[src/rtl/ps2_host_tx_pkg.sv]
// Shared types and constants for the PS/2 host-to-device transmitter.
// Timing defaults assume the 100 MHz system clock.
package ps2_pkg;

  typedef enum logic [2:0] {
    IDLE,
    INHIBIT,
    RTS,
    WAIT_FIRST,
    SEND,
    WAIT_ACK,
    WAIT_IDLE
  } ps2_state_e;

  localparam logic [7:0] CMD_ENABLE   = 8'hF4;
  localparam logic [7:0] CMD_RESET    = 8'hFF;
  localparam logic [7:0] CMD_SET_RATE = 8'hF3;

  localparam int DEF_INHIBIT_CYCLES    = 12000;
  localparam int DEF_RTS_CYCLES        = 500;
  localparam int DEF_FIRST_CLK_TIMEOUT = 1500000;
  localparam int DEF_XFER_TIMEOUT      = 200000;

  function automatic int max_int(input int a, input int b);
    return (a > b) ? a : b;
  endfunction

  function automatic logic odd_parity(input logic [7:0] d);
    return ~^d;
  endfunction

endpackage

[src/rtl/ps2_host_tx_if.sv]
// Command-byte handshake and status between a controller and ps2_host_tx.
interface ps2_host_tx_if;
  import ps2_pkg::*;

  logic       tx_valid;
  logic [7:0] tx_data;
  logic       tx_ready;
  logic       busy;
  logic       done;
  logic       err;

  modport master (output tx_valid, tx_data, input tx_ready, busy, done, err);
  modport slave  (input tx_valid, tx_data, output tx_ready, busy, done, err);

endinterface

[src/rtl/ps2_host_tx_line_filter.sv]
// Synchronises one raw PS/2 line, debounces it over 4 samples and flags
// each falling edge of the debounced level for exactly one cycle.
module ps2_line_filter
  import ps2_pkg::*;
(
  input  logic clk,
  input  logic rst,
  input  logic line_in,
  output logic level,
  output logic fall
);

  logic       sync1;
  logic       sync2;
  logic [3:0] hist;

  // The level only moves once four consecutive samples agree; the edge flag
  // is raised in the same cycle the level drops.
  always_ff @(posedge clk) begin
    if (!rst) begin
      sync1 <= 1'b1;
      sync2 <= 1'b1;
      hist  <= 4'hF;
      level <= 1'b1;
      fall  <= 1'b0;
    end else begin
      sync1 <= line_in;
      sync2 <= sync1;
      hist  <= {hist[2:0], sync2};
      fall  <= 1'b0;
      if (hist == 4'hF) begin
        level <= 1'b1;
      end else if (hist == 4'h0) begin
        level <= 1'b0;
        fall  <= level;
      end
    end
  end

endmodule

[src/rtl/ps2_host_tx.sv]
// PS/2 host-to-device byte transmitter: inhibit, request-to-send, clocked-out
// frame (data LSB-first, odd parity, stop) and device acknowledge.
module ps2_host_tx
  import ps2_pkg::*;
#(
  parameter int INHIBIT_CYCLES    = DEF_INHIBIT_CYCLES,
  parameter int RTS_CYCLES        = DEF_RTS_CYCLES,
  parameter int FIRST_CLK_TIMEOUT = DEF_FIRST_CLK_TIMEOUT,
  parameter int XFER_TIMEOUT      = DEF_XFER_TIMEOUT
) (
  input  logic         clk,
  input  logic         rst,
  ps2_host_tx_if.slave tx,
  input  logic         ps2_clk_in,
  input  logic         ps2_data_in,
  output logic         ps2_clk_oe,
  output logic         ps2_data_oe
);

  localparam int MAX_CYCLES = max_int(max_int(INHIBIT_CYCLES, RTS_CYCLES),
                                      max_int(FIRST_CLK_TIMEOUT, XFER_TIMEOUT));
  localparam int CW = (MAX_CYCLES > 1) ? $clog2(MAX_CYCLES) : 1;

  localparam logic [CW-1:0] INHIBIT_LAST = CW'(INHIBIT_CYCLES - 1);
  localparam logic [CW-1:0] RTS_LAST     = CW'(RTS_CYCLES - 1);
  localparam logic [CW-1:0] FIRST_LAST   = CW'(FIRST_CLK_TIMEOUT - 1);
  localparam logic [CW-1:0] XFER_LAST    = CW'(XFER_TIMEOUT - 1);
  localparam logic [CW-1:0] CNT_MAX      = '1;
  localparam logic [CW-1:0] CNT_ONE      = CW'(1);

  ps2_state_e    state;
  logic [CW-1:0] cnt;
  logic [CW-1:0] cnt_inc;
  logic [3:0]    bit_idx;
  logic [9:0]    frame;
  logic          done_q;
  logic          err_q;

  logic clk_level;
  logic clk_fall;
  logic data_level;
  logic data_fall_unused;

  ps2_line_filter u_clk_filter (
    .clk     (clk),
    .rst     (rst),
    .line_in (ps2_clk_in),
    .level   (clk_level),
    .fall    (clk_fall)
  );

  ps2_line_filter u_data_filter (
    .clk     (clk),
    .rst     (rst),
    .line_in (ps2_data_in),
    .level   (data_level),
    .fall    (data_fall_unused)
  );

  assign cnt_inc     = (cnt == CNT_MAX) ? cnt : cnt + CNT_ONE;
  assign tx.tx_ready = (state == IDLE);
  assign tx.busy     = (state != IDLE);
  assign tx.done     = done_q;
  assign tx.err      = err_q;

  // The frame register shifts right on every device clock edge and refills
  // with ones, so the stop bit falls out naturally as the tenth bit.
  always_ff @(posedge clk) begin
    if (!rst) begin
      state       <= IDLE;
      cnt         <= '0;
      bit_idx     <= '0;
      frame       <= '0;
      ps2_clk_oe  <= 1'b0;
      ps2_data_oe <= 1'b0;
      done_q      <= 1'b0;
      err_q       <= 1'b0;
    end else begin
      done_q <= 1'b0;
      err_q  <= 1'b0;
      case (state)
        IDLE: begin
          ps2_clk_oe  <= 1'b0;
          ps2_data_oe <= 1'b0;
          cnt         <= '0;
          bit_idx     <= '0;
          if (tx.tx_valid) begin
            frame      <= {1'b1, odd_parity(tx.tx_data), tx.tx_data};
            ps2_clk_oe <= 1'b1;
            state      <= INHIBIT;
          end
        end
        INHIBIT: begin
          if (cnt == INHIBIT_LAST) begin
            cnt         <= '0;
            ps2_data_oe <= 1'b1;
            state       <= RTS;
          end else begin
            cnt <= cnt_inc;
          end
        end
        RTS: begin
          if (cnt == RTS_LAST) begin
            cnt        <= '0;
            ps2_clk_oe <= 1'b0;
            state      <= WAIT_FIRST;
          end else begin
            cnt <= cnt_inc;
          end
        end
        WAIT_FIRST: begin
          if (clk_fall) begin
            cnt         <= '0;
            ps2_data_oe <= ~frame[0];
            frame       <= {1'b1, frame[9:1]};
            bit_idx     <= 4'd1;
            state       <= SEND;
          end else if (cnt == FIRST_LAST) begin
            cnt         <= '0;
            ps2_data_oe <= 1'b0;
            err_q       <= 1'b1;
            state       <= IDLE;
          end else begin
            cnt <= cnt_inc;
          end
        end
        SEND, WAIT_ACK, WAIT_IDLE: begin
          cnt <= cnt_inc;
          if (cnt == XFER_LAST) begin
            cnt         <= '0;
            ps2_clk_oe  <= 1'b0;
            ps2_data_oe <= 1'b0;
            err_q       <= 1'b1;
            state       <= IDLE;
          end else if (state == SEND) begin
            if (clk_fall) begin
              ps2_data_oe <= ~frame[0];
              frame       <= {1'b1, frame[9:1]};
              bit_idx     <= bit_idx + 4'd1;
              if (bit_idx == 4'd9) begin
                state <= WAIT_ACK;
              end
            end
          end else if (state == WAIT_ACK) begin
            if (clk_fall) begin
              if (data_level) begin
                err_q <= 1'b1;
                state <= IDLE;
              end else begin
                state <= WAIT_IDLE;
              end
            end
          end else if (clk_level && data_level) begin
            done_q <= 1'b1;
            state  <= IDLE;
          end
        end
        default: state <= IDLE;
      endcase
    end
  end

endmodule

[src/flat_wrapper.sv]
// flat-port wrapper written by rule: the top's interface ports become plain ports
module ps2_host_tx_flat import ps2_pkg::*;
#(
  parameter int INHIBIT_CYCLES    = DEF_INHIBIT_CYCLES,
  parameter int RTS_CYCLES        = DEF_RTS_CYCLES,
  parameter int FIRST_CLK_TIMEOUT = DEF_FIRST_CLK_TIMEOUT,
  parameter int XFER_TIMEOUT      = DEF_XFER_TIMEOUT
)
  (clk, rst, ps2_clk_in, ps2_data_in, ps2_clk_oe, ps2_data_oe, tx_tx_valid, tx_tx_data, tx_tx_ready, tx_busy, tx_done, tx_err);
  ps2_host_tx_if tx_i ();
  input  logic clk;
  input  logic rst;
  input  logic ps2_clk_in;
  input  logic ps2_data_in;
  output logic ps2_clk_oe;
  output logic ps2_data_oe;
  input wire logic [$bits(tx_i.tx_valid)-1:0] tx_tx_valid;
  input wire logic [$bits(tx_i.tx_data)-1:0] tx_tx_data;
  output wire logic [$bits(tx_i.tx_ready)-1:0] tx_tx_ready;
  output wire logic [$bits(tx_i.busy)-1:0] tx_busy;
  output wire logic [$bits(tx_i.done)-1:0] tx_done;
  output wire logic [$bits(tx_i.err)-1:0] tx_err;
  assign tx_i.tx_valid = tx_tx_valid;
  assign tx_i.tx_data = tx_tx_data;
  assign tx_tx_ready = tx_i.tx_ready;
  assign tx_busy = tx_i.busy;
  assign tx_done = tx_i.done;
  assign tx_err = tx_i.err;
  ps2_host_tx #(.INHIBIT_CYCLES(INHIBIT_CYCLES), .RTS_CYCLES(RTS_CYCLES), .FIRST_CLK_TIMEOUT(FIRST_CLK_TIMEOUT), .XFER_TIMEOUT(XFER_TIMEOUT)) u_core (.clk(clk), .rst(rst), .tx(tx_i), .ps2_clk_in(ps2_clk_in), .ps2_data_in(ps2_data_in), .ps2_clk_oe(ps2_clk_oe), .ps2_data_oe(ps2_data_oe));
endmodule
[config.mk]
export PLATFORM = sky130hd
export DESIGN_NAME = ps2_host_tx_flat
export DESIGN_NICKNAME = d
export VERILOG_FILES = /design/src/rtl/ps2_host_tx_pkg.sv /design/src/rtl/ps2_host_tx_if.sv /design/src/rtl/ps2_host_tx_line_filter.sv /design/src/rtl/ps2_host_tx.sv /design/src/flat_wrapper.sv
export SDC_FILE = /design/constraint.sdc
export NUM_CORES = 1
export LEC_CHECK = 0
export CAP_MARGIN = 0
export CORE_MARGIN = 2
export CORE_UTILIZATION = 46
export DETAILED_ROUTE_END_ITERATION = 8
export HOLD_SLACK_MARGIN = 0.05
export MAX_ROUTING_LAYER = met4
export PLACE_DENSITY = 0.71
export SYNTH_ARGS = -nofsm -noshare
export SYNTH_HDL_FRONTEND = slang
export SYNTH_SLANG_ARGS = --single-unit
[constraint.sdc]
create_clock -name clk -period 5 [get_ports clk]
set_input_delay 1.25 -clock clk [delete_from_list [all_inputs] [get_ports clk]]
set_output_delay 1.25 -clock clk [all_outputs]
set_load 0.02 [all_outputs]
==> results.json, run 1 <==
{
  "yosysSeqAreaShare_pct": 38.37,
  "numPortBuffers": 18,
  "clockBufferDepth": 2,
  "crit_path_max_incr_delay_ns": 0.62,
  "dp_hpwl_mm": 4.361,
  "start_util_pct": 47.11,
  "netlist.top_cell.by_area": "dfxtp_1",
  "routabilityCongestion": 0.8678,
  "drc": 0,
  "yosys.area_share.simple_pct": 29.15,
  "ys_ff_latch": 57,
  "clk_latency_ns": 0.34,
  "die_area_sq_um": 7124,
  "synth_edf_count": 0,
  "finalSetupViolCount": 0,
  "yosys-mux-area-fraction_pct": 4.375,
  "worst-setup-path-type": "reg -> out",
  "grt_pass1_vias": 2335,
  "yosysTopAreaCellShare_pct": 38.37,
  "postCtsSetupBuffers": 0,
  "min_period_ns": 3.359,
  "clk_pin_slew_ns": 0.07,
  "crit_fanout": 14,
  "worstSetupStartpointType": "flip-flop",
  "ant_nets": 0,
  "synth.cell_area_sq_um": 2974,
  "leakagePower_nw": 1.276,
  "cp_num_buf_inv": 2,
  "synthXorXnorAreaFrac_pct": 7.026,
  "drt_first_pass_iters": 4,
  "cts-root-buf": "clkbuf_8",
  "grt_max_degree": 27,
  "cts_made_buffers": 9,
  "synth.area.top_cells": "dfxtp_1, xnor2_1, mux2i_1",
  "slew_headroom_pct": 28.13,
  "area_growth_pct": 13.50,
  "synth_compound_area_share_pct": 15.82,
  "fin_setup_tns_ns": 0,
  "ios": 19,
  "cts_tree": "done",
  "holdCritPathClass": "reg -> reg",
  "end_kind": "output pin",
  "cp_slowest_cell": "clkdlybuf4s50_1",
  "synth_fp_nets": 350,
  "synth.distinct_cells": 58,
  "slew_violations": 0,
  "async_flop_share_pct": 0,
  "nNetsFinal": 364,
  "diodes": 0,
  "drt-total-wl_mm": 6.195,
  "arrival_ns": 2.11,
  "drive_gt1_share_pct": 11.61,
  "rows": 29,
  "fmaxAchievable_mhz": 297.7,
  "drt_iter0_drc": 172,
  "grt_usage_pct": 19.18,
  "cts_sinks": 57,
  "met2_usage_pct": 28.43,
  "antenna_found_initial": 0,
  "fin_crit_sh_pct": 67.19,
  "grt_first_pass_wirelength_mm": 10.65,
  "met3_usage_pct": 5.310,
  "finClkSkew_ns": 0.01053,
  "syn_inst": 334,
  "grtUsageMet1_pct": 24.97,
  "vias": 2423,
  "ir_worst_vdd_mv": 0.2398,
  "fill_cells": 598,
  "rsz0062_at_grt": "false",
  "grt.overflow.total": 0,
  "htreeDepth": 3,
  "hold_buffers": 0,
  "synth_top_family_by_area": "simple AND/OR/NAND/NOR gates",
  "die_x_um": 84.41,
  "avgSynthCellArea_sq_um": 8.904,
  "worstPathRequired_ns": 3.75,
  "synth_warnings": 0,
  "fin_area_sq_um": 3376,
  "tightest_slew_ns": 1.078,
  "routedWlPerCell_um": 14.41,
  "power.density_nw_per_um2": 398.8,
  "die_h_um": 84.41,
  "synth_ff_type": "dfxtp_1",
  "drv_cap": 0,
  "core_sq_um": 6314,
  "crit_chain": "clkinv_1 > nand2_1 > clkdlybuf4s50_1",
  "grt-busiest-layer": "met2",
  "status": "finished, final reports clean",
  "synth_adder_area_share_pct": 1.262,
  "path_delay_family": "buffers and inverters",
  "cts_resized": 0,
  "routed_via_density": 5.635,
  "dpl_cell_area_sq_um": 3181,
  "final_hold_viol_count": 0
}
-- placed cells by master, fill, tap and decap left out, drive strengths merged, types with 4 or more instances in the layout --
master / instances
nand4: 4
nand3: 17
or3: 10
a31oi: 6
nor4: 8
xnor2: 16
a21oi: 11
dfxtp: 57
nand2: 29
clkdlybuf4s50: 18
clkinv: 4
mux2i: 13
inv: 8
o21ai: 14
nor3: 7
o211a: 9
xor2: 7
nand2b: 17
nor2b: 4
nor2: 31
clkbuf: 9
and3: 4
-- state kept, by name, indices dropped and copies added (netlist names), 3 cells and up --
register,cells
u_core.cnt,21
u_core.frame,10
u_core.bit_idx,4
u_core.u_clk_filter.hist,4
u_core.u_data_filter.hist,4
u_core.state,3
-- per-layer routing --
layer | up-vias | routed length (um)
li1 | 1238 | -
met1 | 1135 | 3000
met2 | 41 | 2859
met3 | 9 | 254
met4 | 0 | 80
met5 | - | 0
-- worst paths after layout --
kind,from,to,slack (ns),depth (start not counted)
worst max register to register,u_core.cnt[18]$_SDFFE_PN0P_,u_core.cnt[18]$_SDFFE_PN0P_,2.10,5
worst max-delay path,u_core.state[2]$_SDFFE_PN0P_,tx_busy,1.64,3
worst min-delay path,u_core.u_data_filter.sync1$_SDFF_PN1_,u_core.u_data_filter.sync2$_SDFF_PN1_,0.41,1
worst min register to register,u_core.u_data_filter.sync1$_SDFF_PN1_,u_core.u_data_filter.sync2$_SDFF_PN1_,0.41,1
-- cell usage after synthesis, types with 2 or more instances --
master    instances
a21oi_1          11
a31oi_1           6
and2_1            3
and3_1            4
and4_1            3
buf_2             2
buf_4             2
clkbuf_1         12
dfxtp_1          57
ha_1              3
inv_1             8
mux2i_1          13
nand2_1          29
nand2b_1         17
nand3_1          17
nand3b_1          2
nand4_1           4
nor2_1           21
nor2_2           10
nor2b_1           4
nor3_1            7
nor4_1            7
nor4b_1           3
o211a_1           9
o21a_1            3
o21ai_0          14
o31ai_4           2
or2_2             2
or3_1             8
or3_4             2
or4_1             2
xnor2_1          15
xor2_1            7
-- worst reg2reg max path: stages (launching register included) --
cell	delay [ns]
dfxtp_1	0.35
or3_4	0.43
nor4_1	0.62
a21oi_1	0.32
o31ai_4	0.90
nor3_1	0.13
-- report_power, final --
| group | switching, mW | leakage, nW | internal (mW) |
|---|---|---|---|
| sequential | 0.0537 | 0.464 | 0.502 |
| combinational | 0.202 | 0.720 | 0.169 |
| clock | 0.192 | 0.0912 | 0.228 |
| total | 0.447 | 1.28 | 0.899 |
-- stage by stage --
step | setup slack, ns | hold slack [ns] | utilization (%) | total power, mW | instances
floorplan | 2.627 | 0.3863 | - | 0.8457 | 334
finish | 1.641 | 0.4126 | 53.47 | 1.346 | 430
global placement | 2.046 | 0.3898 | 50.38 | 0.9251 | 414
global route | 1.538 | 0.4300 | 53.47 | 1.419 | 430
CTS | 1.660 | 0.4174 | 53.47 | 1.358 | 430
detailed placement | 1.978 | 0.3964 | 50.38 | 0.9363 | 414
-- kinds of logic (layout without fill, tap and decap cells) --
group | count (synthesis) | after routing
buffers and inverters | 26 | 45
AOI/OAI and AO/OA | 60 | 60
adders and majority gates | 3 | 3
xor gates and xnor gates | 23 | 23
DFF | 57 | 57
and+or+nand+nor | 152 | 152
muxes | 13 | 13
-- area by class of cell --
cell class / instances / area [sq um] / share of cell area [%]
Clock buffer: 9 / 123.9 / 3.669
Sequential cell: 57 / 1141 / 33.80
Clock inverter: 7 / 71.32 / 2.113
Timing Repair Buffer: 20 / 195.2 / 5.782
Multi-Input combinational cell: 251 / 1714 / 50.78
Inverter: 9 / 33.78 / 1.001
Tap cell: 77 / 96.34 / 2.854
Note: power is estimated with default switching activity, not from simulation.
==> run 2: changes to the inputs <==
Clock period 5 ns to 3.2 ns, I/O delays scaled along.
==> results.json, run 2 (synthesized netlist as in run 1, its figures left out) <==
{
  "holdCritPathClass": "reg -> reg",
  "grt_pass1_vias": 2260,
  "cp_slowest_cell": "clkdlybuf4s50_1",
  "start_util_pct": 47.11,
  "drt-total-wl_mm": 6.118,
  "dpl_cell_area_sq_um": 3188,
  "hold_path_startpoint": "u_core.u_clk_filter.sync1$_SDFF_PN1_",
  "holdWs_ns": 0.4055,
  "min_period_ns": 2.890,
  "fin_setup_tns_ns": 0,
  "hold_buffers": 0,
  "drive_gt1_share_pct": 11.58,
  "numPortBuffers": 18,
  "mostFrequentLayoutCells": "dfxtp_1, nand2_1, nor2_1",
  "antenna_found_initial": 0,
  "grt_usage_pct": 18.95,
  "fmaxAchievable_mhz": 346.1,
  "area_growth_pct": 14.26,
  "worstPathRequired_ns": 2.40,
  "worstHoldPathCells": 1,
  "nNetsFinal": 365,
  "tightest_slew_ns": 1.128,
  "diodes": 0,
  "die_x_um": 84.41,
  "fin_area_sq_um": 3398,
  "rows": 29,
  "largest_register_ffs": 21,
  "crit_path_max_incr_delay_ns": 0.62,
  "worstSetupPathDepth": 3,
  "grt_first_pass_wirelength_mm": 10.43,
  "die_area_sq_um": 7124,
  "ir_worst_vdd_mv": 0.3814,
  "cts_resized": 0,
  "power.density_nw_per_um2": 637.3,
  "clk_pin_slew_ns": 0.06,
  "worstSetupStartpointType": "flip-flop",
  "crit_fanout": 14,
  "ios": 19,
  "slew_headroom_pct": 24.80,
  "drc": 0,
  "cts-root-buf": "clkbuf_8",
  "routed_via_density": 5.650,
  "clk_latency_ns": 0.35,
  "status": "finished, final reports clean",
  "postCtsSetupBuffers": 0,
  "die_h_um": 84.41,
  "largest_registers": "u_core.cnt (21), u_core.frame (10)",
  "largest_register": "u_core.cnt",
  "worst-setup-path-type": "reg -> out",
  "end_kind": "output pin",
  "preCtsSetupSlack_ns": 0.7146,
  "routedWlPerCell_um": 14.19,
  "path_delay_family": "buffers and inverters",
  "clockBufferDepth": 2,
  "fin_crit_sh_pct": 90.30,
  "vias": 2435,
  "grt_max_degree": 42,
  "finalSetupViolCount": 0,
  "final_hold_viol_count": 0,
  "crit_path_start": "u_core.state[2]$_SDFFE_PN0P_",
  "routabilityCongestion": 0.9327,
  "rr_worst_depth": 5,
  "ant_nets": 0,
  "cts_sinks": 57,
  "finalWorstSetupSlack_ns": 0.3104,
  "htreeDepth": 3,
  "mostFrequentLayoutCell": "dfxtp_1",
  "cts_tree": "done",
  "cp_num_buf_inv": 2,
  "core_sq_um": 6314,
  "arrival_ns": 2.09,
  "drv_cap": 0,
  "drt_iter0_drc": 106,
  "drt_first_pass_iters": 4,
  "reg2reg_from": "u_core.state[2]$_SDFFE_PN0P_",
  "finClkSkew_ns": 0.003644,
  "cts_made_buffers": 9,
  "dp_hpwl_mm": 4.164,
  "rsz0062_at_grt": "false",
  "leakagePower_nw": 1.295,
  "grt.overflow.total": 0,
  "crit_chain": "clkinv_1 > nand2_1 > clkdlybuf4s50_1",
  "slew_violations": 0,
  "final_core_util_pct": 53.82
}
[run 2: path summary, 6_finish.rpt]
check,to,slack [ns]
worst min-delay path,u_core.u_clk_filter.sync2$_SDFF_PN1_,0.41
worst max register to register,u_core.frame[5]$_SDFFE_PN0P_,0.65
worst min register to register,u_core.u_clk_filter.sync2$_SDFF_PN1_,0.41
worst max-delay path,tx_busy,0.31
[run 2: worst reg2reg max path, cell delays in order, from the launching register on]
cell	delay, ns
dfxtp_1	0.59
clkinv_1	0.33
a21o_1	0.30
o32ai_2	0.92
nand2_1	0.14
o211a_1	0.18
[run 2: metal layers]
| layer | part of all wire (%) | wire (um) | global-route usage (%) | vias to the layer above |
|---|---|---|---|---|
| met5 | 0 | 0 | - | - |
| met2 | 45 | 2764 | 27.27 | 52 |
| met3 | 5.3 | 326 | 6.785 | 13 |
| met1 | 47 | 2896 | 23.57 | 1135 |
| li1 | - | - | - | 1235 |
| met4 | 2.1 | 130 | 9.235 | 0 |
[run 2: where the power goes]
group          internal, mW  switching [mW]
clock network         0.434           0.285
registers             0.785          0.0819
logic                 0.270           0.311
total                  1.49           0.678
[run 2: area by class of cell]
type | instances | area [sq um]
Clock inverter | 6 | 82.58
Inverter | 9 | 33.78
Sequential cell | 57 | 1141
Fill cell | 594 | 2915
Timing Repair Buffer | 21 | 202.7
Multi-Input combinational cell | 251 | 1714
Tap cell | 77 | 96.34
Clock buffer | 10 | 127.6
[run 2: stage by stage]
step,power [mW],cells
final,2.166,431
after global routing,2.285,431
after CTS,2.185,431
after detailed placement,1.459,415
after global placement,1.449,415
after floorplan,1.321,334
